$ cat config.mk
export PLATFORM = sky130hd
export DESIGN_NAME = carregador_operandos_flat
export DESIGN_NICKNAME = d
export VERILOG_FILES = /design/src/rtl/carregador_operandos_if.sv /design/src/rtl/carregador_operandos.sv /design/src/flat_wrapper.sv
export SDC_FILE = /design/constraint.sdc
export NUM_CORES = 1
export LEC_CHECK = 0
export BUFFER_PORTS_ARGS = -buffer_cell sky130_fd_sc_hd__buf_2
export CORE_MARGIN = 2
export CORE_UTILIZATION = 54
export DETAILED_ROUTE_END_ITERATION = 10
export PLACE_DENSITY_LB_ADDON = 0.12
export SLEW_MARGIN = 40
export SYNTH_ARGS = -nofsm -noshare
export SYNTH_HDL_FRONTEND = slang
export SYNTH_SLANG_ARGS = --single-unit
$ cat constraint.sdc
create_clock -name ck -period 3.3 [get_ports ck]
set_clock_uncertainty 0.15 [all_clocks]
set_input_delay 0.495 -clock ck [delete_from_list [all_inputs] [get_ports ck]]
set_output_delay 0.495 -clock ck [all_outputs]
set_load 0.05 [all_outputs]
$ cat src/rtl/carregador_operandos_if.sv
// Word stream into the operand loader and result stream out of it.
// master = neighbour side, slave = loader side.
interface carregador_operandos_if #(
    parameter int LARGURA = 16
);
    logic [LARGURA-1:0] dado_in;
    logic               dado_valido;
    logic               dado_pronto;
    logic [LARGURA-1:0] resultado_out;
    logic               resultado_valido;
    logic               resultado_aceito;

    modport master (
        output dado_in,
        output dado_valido,
        output resultado_aceito,
        input  dado_pronto,
        input  resultado_out,
        input  resultado_valido
    );

    modport slave (
        input  dado_in,
        input  dado_valido,
        input  resultado_aceito,
        output dado_pronto,
        output resultado_out,
        output resultado_valido
    );
endinterface

$ cat src/rtl/carregador_operandos.sv
// Loads X, A, B, C serially, starts the polynomial core and returns
// its result, with a timeout that parks the block in ERRO.
module carregador_operandos #(
    parameter int LARGURA       = 16,
    parameter int INICIO_CICLOS = 2,
    parameter int TIMEOUT       = 64
) (
    input  logic                 ck,
    input  logic                 rst,
    carregador_operandos_if.slave bus,
    output logic [LARGURA-1:0]   X,
    output logic [LARGURA-1:0]   A,
    output logic [LARGURA-1:0]   B,
    output logic [LARGURA-1:0]   C,
    output logic                 inicio,
    input  logic                 LED,
    input  logic [LARGURA-1:0]   Resultado,
    output logic                 pronto,
    output logic                 ocupado,
    output logic                 erro
);

    localparam int CMAX = (TIMEOUT > INICIO_CICLOS) ?
                          TIMEOUT : INICIO_CICLOS;
    localparam int CW   = $clog2(CMAX + 1);

    typedef enum logic [2:0] {
        CARGA,
        INICIA,
        ESPERA,
        CAPTURA,
        ENTREGA,
        ERRO
    } estado_t;

    estado_t            estado;
    estado_t            estado_n;
    logic [1:0]         idx;
    logic [1:0]         idx_n;
    logic [CW-1:0]      cnt;
    logic [CW-1:0]      cnt_n;

    logic [LARGURA-1:0] x_n;
    logic [LARGURA-1:0] a_n;
    logic [LARGURA-1:0] b_n;
    logic [LARGURA-1:0] c_n;
    logic [LARGURA-1:0] res_n;

    logic               inicio_n;
    logic               pronto_n;
    logic               valido_n;
    logic               dpronto_n;
    logic               ocupado_n;
    logic               erro_n;
    logic               transf;

    assign transf = bus.dado_valido & bus.dado_pronto;

    // Every output is computed here from the next state and
    // registered below, so the core sees glitch-free levels.
    always_comb begin
        estado_n  = estado;
        idx_n     = idx;
        cnt_n     = cnt;
        x_n       = X;
        a_n       = A;
        b_n       = B;
        c_n       = C;
        res_n     = bus.resultado_out;
        inicio_n  = 1'b0;
        pronto_n  = 1'b0;
        valido_n  = 1'b0;
        dpronto_n = 1'b0;
        erro_n    = 1'b0;

        unique case (estado)
            CARGA: begin
                dpronto_n = 1'b1;
                if (transf) begin
                    unique case (1'b1)
                        (idx == 2'd0): x_n = bus.dado_in;
                        (idx == 2'd1): a_n = bus.dado_in;
                        (idx == 2'd2): b_n = bus.dado_in;
                        (idx == 2'd3): c_n = bus.dado_in;
                        default: ;
                    endcase
                    idx_n = idx + 2'd1;
                    if (idx == 2'd3) begin
                        estado_n  = INICIA;
                        cnt_n     = '0;
                        dpronto_n = 1'b0;
                        inicio_n  = 1'b1;
                    end
                end
            end

            INICIA: begin
                if (cnt == CW'(INICIO_CICLOS - 1)) begin
                    estado_n = ESPERA;
                    cnt_n    = '0;
                end else begin
                    cnt_n    = cnt + 1'b1;
                    inicio_n = 1'b1;
                end
            end

            // LED is checked first so a late done still wins the race.
            ESPERA: begin
                if (LED) begin
                    estado_n = CAPTURA;
                    pronto_n = 1'b1;
                end else if (cnt == CW'(TIMEOUT - 1)) begin
                    estado_n = ERRO;
                    erro_n   = 1'b1;
                end else begin
                    cnt_n = cnt + 1'b1;
                end
            end

            CAPTURA: begin
                res_n    = Resultado;
                valido_n = 1'b1;
                estado_n = ENTREGA;
            end

            ENTREGA: begin
                if (bus.resultado_aceito) begin
                    estado_n  = CARGA;
                    idx_n     = 2'd0;
                    dpronto_n = 1'b1;
                end else begin
                    valido_n = 1'b1;
                end
            end

            ERRO: begin
                erro_n = 1'b1;
            end

            default: begin
                estado_n  = CARGA;
                idx_n     = 2'd0;
                dpronto_n = 1'b1;
            end
        endcase

        ocupado_n = (estado_n != CARGA);
    end

    always_ff @(posedge ck) begin
        if (rst) begin
            estado               <= CARGA;
            idx                  <= 2'd0;
            cnt                  <= '0;
            X                    <= '0;
            A                    <= '0;
            B                    <= '0;
            C                    <= '0;
            bus.resultado_out    <= '0;
            inicio               <= 1'b0;
            pronto               <= 1'b0;
            bus.resultado_valido <= 1'b0;
            bus.dado_pronto      <= 1'b1;
            ocupado              <= 1'b0;
            erro                 <= 1'b0;
        end else begin
            estado               <= estado_n;
            idx                  <= idx_n;
            cnt                  <= cnt_n;
            X                    <= x_n;
            A                    <= a_n;
            B                    <= b_n;
            C                    <= c_n;
            bus.resultado_out    <= res_n;
            inicio               <= inicio_n;
            pronto               <= pronto_n;
            bus.resultado_valido <= valido_n;
            bus.dado_pronto      <= dpronto_n;
            ocupado              <= ocupado_n;
            erro                 <= erro_n;
        end
    end

endmodule

$ cat src/flat_wrapper.sv
// flat-port wrapper written by rule: the top's interface ports become plain ports
module carregador_operandos_flat 
#(
    parameter int LARGURA       = 16,
    parameter int INICIO_CICLOS = 2,
    parameter int TIMEOUT       = 64
)
  (ck, rst, X, A, B, C, inicio, LED, Resultado, pronto, ocupado, erro, bus_dado_in, bus_dado_valido, bus_resultado_aceito, bus_dado_pronto, bus_resultado_out, bus_resultado_valido);
  carregador_operandos_if #(.LARGURA(LARGURA)) bus_i ();
  input  logic ck;
  input  logic rst;
  output logic [LARGURA-1:0] X;
  output logic [LARGURA-1:0] A;
  output logic [LARGURA-1:0] B;
  output logic [LARGURA-1:0] C;
  output logic inicio;
  input  logic LED;
  input  logic [LARGURA-1:0] Resultado;
  output logic pronto;
  output logic ocupado;
  output logic erro;
  input wire logic [$bits(bus_i.dado_in)-1:0] bus_dado_in;
  input wire logic [$bits(bus_i.dado_valido)-1:0] bus_dado_valido;
  input wire logic [$bits(bus_i.resultado_aceito)-1:0] bus_resultado_aceito;
  output wire logic [$bits(bus_i.dado_pronto)-1:0] bus_dado_pronto;
  output wire logic [$bits(bus_i.resultado_out)-1:0] bus_resultado_out;
  output wire logic [$bits(bus_i.resultado_valido)-1:0] bus_resultado_valido;
  assign bus_i.dado_in = bus_dado_in;
  assign bus_i.dado_valido = bus_dado_valido;
  assign bus_i.resultado_aceito = bus_resultado_aceito;
  assign bus_dado_pronto = bus_i.dado_pronto;
  assign bus_resultado_out = bus_i.resultado_out;
  assign bus_resultado_valido = bus_i.resultado_valido;
  carregador_operandos #(.LARGURA(LARGURA), .INICIO_CICLOS(INICIO_CICLOS), .TIMEOUT(TIMEOUT)) u_core (.ck(ck), .rst(rst), .bus(bus_i), .X(X), .A(A), .B(B), .C(C), .inicio(inicio), .LED(LED), .Resultado(Resultado), .pronto(pronto), .ocupado(ocupado), .erro(erro));
endmodule
# == After elaboration in Yosys (flattened, before gate mapping) ==
# Cells that the tools add are included.
# word_totals
regBits,98
output_inout_bits,86
in_bits,37
wordCells,76
# op_classes
add_sub_neg,2
n_mux,30
eq_ne,15
bitwise_logic,3
n_reduce_logical,12
# ops
op,count
$mux 7,5
$pmux 7 s3,1
$mux 3,6
$pmux 3 s6,1
$reduce_and 3->1,5
$mux 1,10
$add 7x1->7 const B,1
$eq 7x1->1 const B,1
$eq 7x6->1 const B,1
$eq 3x2->1 const B,2
$eq 3x3->1 const B,2
$ne 2x2->1 const B,3
$pmux 1 s2,3
$pmux 2 s3,1
$reduce_bool 3->1,2
$reduce_and 5->1,1
$eq 2x2->1 const B,2
$mux 2,2
$ne 2x1->1 const B,2
$reduce_or 4->1,1
$eq 3x1->1 const B,1
$logic_not 3->1,1
$pmux 1 s3,1
$add 2x1->2 const B,1
5 further kinds,6

# == Longest topological paths before layout ==
# logic_depth
ltp_word,5
ltp_mapped,7
ltp_nobuf,6

# == Worst setup path after synthesis ==
# No wires, ideal clock.
# synth_path
kind,reg-to-reg
startpoint,register u_core.bus.dado_pronto
endpoint,register u_core.B[11]
path_buffers,3
stages_incl_launch_ff,8
required_ps,3080
path_slack_ps,1363
setup_time_ps,70
t_arrival_ps,1716
cell_sequence,dfxtp_1 and2_1 buf_2 and3_1 clkbuf_1 buf_2 nand2_1 a21oi_1
# synth_via
elab_chain_len,2
# synth_lines
item,line,text
start: declaration,carregador_operandos_if.sv:26,"output dado_pronto,"
start signal: assignment,carregador_operandos.sv:178,bus.dado_pronto <= dpronto_n;
$and 1x1->1,carregador_operandos.sv:57,assign transf = bus.dado_valido & bus.dado_pronto;
$reduce_and 3->1 (no line),--,
end signal: assignment,carregador_operandos.sv:172,B <= b_n;
end: declaration,carregador_operandos.sv:13,"output logic [LARGURA-1:0] B,"
# No other way between the ends.
# A chain may end at the register's enable or synchronous reset.

# == Final worst setup path ==
# layout_path
startpoint,register u_core.cnt[0]
endpoint,register u_core.cnt[5]
# layout_via
elab_chain_len,4
elab_cells_between_ends,9
cone_classes,add/sub: 1; eq/ne: 3; mux: 4; reduce/logical: 1
# layout_lines
item,line,text
start: declaration,carregador_operandos.sv:40,logic [CW-1:0] cnt;
start signal: assignment,carregador_operandos.sv:169,cnt <= cnt_n;
$add 7x1->7,"carregador_operandos.sv:102, carregador_operandos.sv:116",
$mux 7,carregador_operandos.sv:112,end else if (cnt == CW'(TIMEOUT - 1)) begin
$mux 7,carregador_operandos.sv:109,if (LED) begin
$pmux 7 s3,carregador_operandos.sv:76,unique case (estado)
# Parallel ways exist; a longest one is shown, timed or not. The select of a mux whose other input is x is not followed.

==> flow_metrics.tcl <==
set metrics [dict create \
    layout-drive-gt1-share_pct 24.3 \
    numPortBuffers 122 \
    worstSetupPathType "register to register" \
    design_area_um2 4570 \
    tns_ns 0 \
    die_x_um 87.4 \
    seqPwrFrac_pct 52.6 \
    first_global_vias 3115 \
    synth_area_per_cell_um2 7.94 \
    path_clk_slew_ns 0.10 \
    gp_congestion 0.822 \
    core.rowCount 30 \
    diodes 0 \
    ys_ff_latch 98 \
    peakVddDrop_mv 0.242 \
    synth_cell_types 37 \
    p_int_mw 1.70 \
    yosys.area.top_type "dfxtp_1" \
    dpl.hpwl_um 6220 \
    syn2layout_area_growth_pct 21.5 \
    drc 0 \
    grt_setup_unrepaired "no" \
    post-route-period-util_pct 61.7 \
    n_fill_cell 602 \
    cts_hold_buf 0 \
    tightest_slew_ns 0.771 \
    numCtsBuffers 9 \
    hold_viol 0 \
    comb_power_share_pct 11.6 \
    final_nets 620 \
    antenna_found_initial 0 \
    setup_viol 0 \
    synth-edff-count 0 \
    seq_area_frac_synth_pct 52.2 \
    synth_flop_cell "dfxtp_1" \
    synthTopCellsByArea "dfxtp_1 52%, nand2_1 17%, a21oi_1 12%" \
    cellPowerDensity_nw_per_um2 513 \
    worstHoldPathType "input pin to register" \
    htreeDepth 3 \
    clk_latency_ns 0.35 \
    drv_cap 0 \
    core_area_um2 6760 \
    worstPathArrival_ns 2.09 \
    required_ns 3.36 \
    grt_first_pass_wirelength_um 14600 \
    final_util_pct 67.6 \
    synth_area_um2 3760 \
    relSlewSlack_pct 48.2 \
    drv_slew 0 \
    dr.pass1.iters 4 \
    p_sw_share_pct 27.2 \
    synthesis.nets 516 \
    ant_nets 0 \
    grt_max_degree 89 \
    synthArstFlopShare_pct 0 \
    clockRootBuffer "clkbuf_8" \
    cts_tree "built" \
    p_leak_nw 1.93 \
    ioPinCount 123 \
    synth_top_area_share_pct 52.2 \
    die_y_um 87.4 \
    grt_overflow 0 \
    fin_crit_ns 2.03 \
    syn_inst 473 \
    status "completed" \
    postCtsSetupBuffers 0 \
    die_area_um2 7640 \
    clock_sinks 98 \
    detail_route.wl_per_cell_um 13.9 \
    viasPerCell 5.28 \
    yosys_warnings 0 \
    grtUsageTotal_pct 23.9 \
    wl_um 9170 \
    power_frac_clock_pct 35.8 \
    placed_cell_area_um2 4350 \
    fmax_mhz 491 \
    crit_path_max_fanout 12 \
    ctsResizeCount 0 \
    clock_tree.buffer_depth 2 \
    critPathLaunchType "register" \
    p_sw_uw 636 \
    setup.worst_path.end_class "register" \
    drtIter0Drc 181 \
    start_util_pct 55.6 \
    vias 3491 \
]
-- path summary, 6_finish.rpt --
kind                                                     end  depth (start not counted)           from  slack [ns]
worst max-delay path                           u_core.cnt[5]                          5  u_core.cnt[0]        1.27
worst min-delay path            u_core.bus.resultado_out[15]                          3  Resultado[15]        0.22
worst max register to register                 u_core.cnt[5]                          5  u_core.cnt[0]        1.27
worst min register to register                   u_core.B[2]                          2    u_core.B[2]        0.30
-- layer usage --
| layer | GRT usage, % | vias to the layer above | routed length (µm) |
|---|---|---|---|
| li1 | - | 1786 | - |
| met1 | 31.0 | 1561 | 4020 |
| met2 | 39.5 | 131 | 4330 |
| met3 | 4.64 | 13 | 686 |
| met4 | 8.67 | 0 | 138 |
| met5 | 0 | - | 0 |
-- state kept, by name, indices dropped and copies added, names as in the netlist --
| register | count |
|---|---|
| u_core.C | 16 |
| u_core.bus.resultado_out | 16 |
| u_core.pronto | 1 |
| u_core.bus.dado_pronto | 1 |
| u_core.B | 16 |
| u_core.ocupado | 1 |
| u_core.estado | 3 |
| u_core.cnt | 7 |
| u_core.A | 16 |
| u_core.bus.resultado_valido | 1 |
| u_core.idx | 2 |
| u_core.erro | 1 |
| u_core.inicio | 1 |
| u_core.X | 16 |
-- cell usage in the layout, fill, tap and decap left out, types with 2 or more instances in the layout --
cell type,instances
and2_1,3
nand2b_1,2
nand3b_1,3
nor2_1,7
nand2_1,166
nor2b_1,4
bufinv_16,2
clkinvlp_4,2
or3_1,3
clkinv_4,2
buf_2,122
dfxtp_1,98
ha_1,6
clkbuf_8,9
nand3_1,11
o21a_1,2
a21oi_1,91
or4_1,5
a21o_1,2
a31oi_1,3
inv_1,7
o31ai_1,6
o41ai_1,2
buf_4,2
and3_1,6
-- logic make-up after synthesis --
group | share of synthesized area, %
flip-flops | 52.2
adder cells (fa/ha/maj) | 2.00
AO/OA/AOI/OAI | 16.7
buffers and inverters | 4.53
AND/OR/NAND/NOR | 24.6
-- cell usage after synthesis, types with 2 or more instances --
cell	number
a21o_1	2
a21oi_1	91
a31oi_1	3
and2_1	3
and3_1	6
buf_2	10
clkbuf_1	20
dfxtp_1	98
ha_1	6
inv_1	7
nand2_1	166
nand2b_1	2
nand3_1	11
nand3b_1	3
nor2_1	7
nor2b_1	4
o21a_1	2
o31ai_1	6
o41ai_1	2
or3_1	3
or4_1	5
-- power groups by stage --
stage / combinational [mW] / clock, mW / sequential [mW]
floorplan: 0.0918 / 0 / 1.36
global placement: 0.266 / 0 / 1.26
detailed placement: 0.270 / 0 / 1.26
CTS: 0.271 / 0.849 / 1.23
global route: 0.294 / 0.896 / 1.23
finish: 0.271 / 0.838 / 1.23
-- cell type report --
cell class	instances	area, µm²	share of cell area, %
clock buffer	9	124	2.71
clock inverter	6	92.6	2.03
inverter	7	26.3	0.575
multi-input combinational	336	1630	35.6
sequential	98	1960	43.0
tap	80	100	2.19
timing repair buffer	125	637	13.9
-- worst max-delay path, cell delays in order (launching register included) --
cell,delay (ns)
dfxtp_1,0.41
ha_1,0.20
nand3_1,0.20
o21bai_1,0.65
or4b_1,0.22
a21oi_1,0.06
-- metrics by stage --
step           hold slack (ns)  power (mW)  setup slack, ns  std cells
2_1_floorplan            0.318        1.45             1.36        473
3_3_place_gp             0.288        1.52             1.22        646
3_5_place_dp             0.294        1.53             1.16        646
4_1_cts                  0.210        2.35             1.27        661
5_1_grt                  0.211        2.42            0.958        661
6_report                 0.217        2.34             1.27        661
Note: power is estimated with default switching activity, not from simulation.
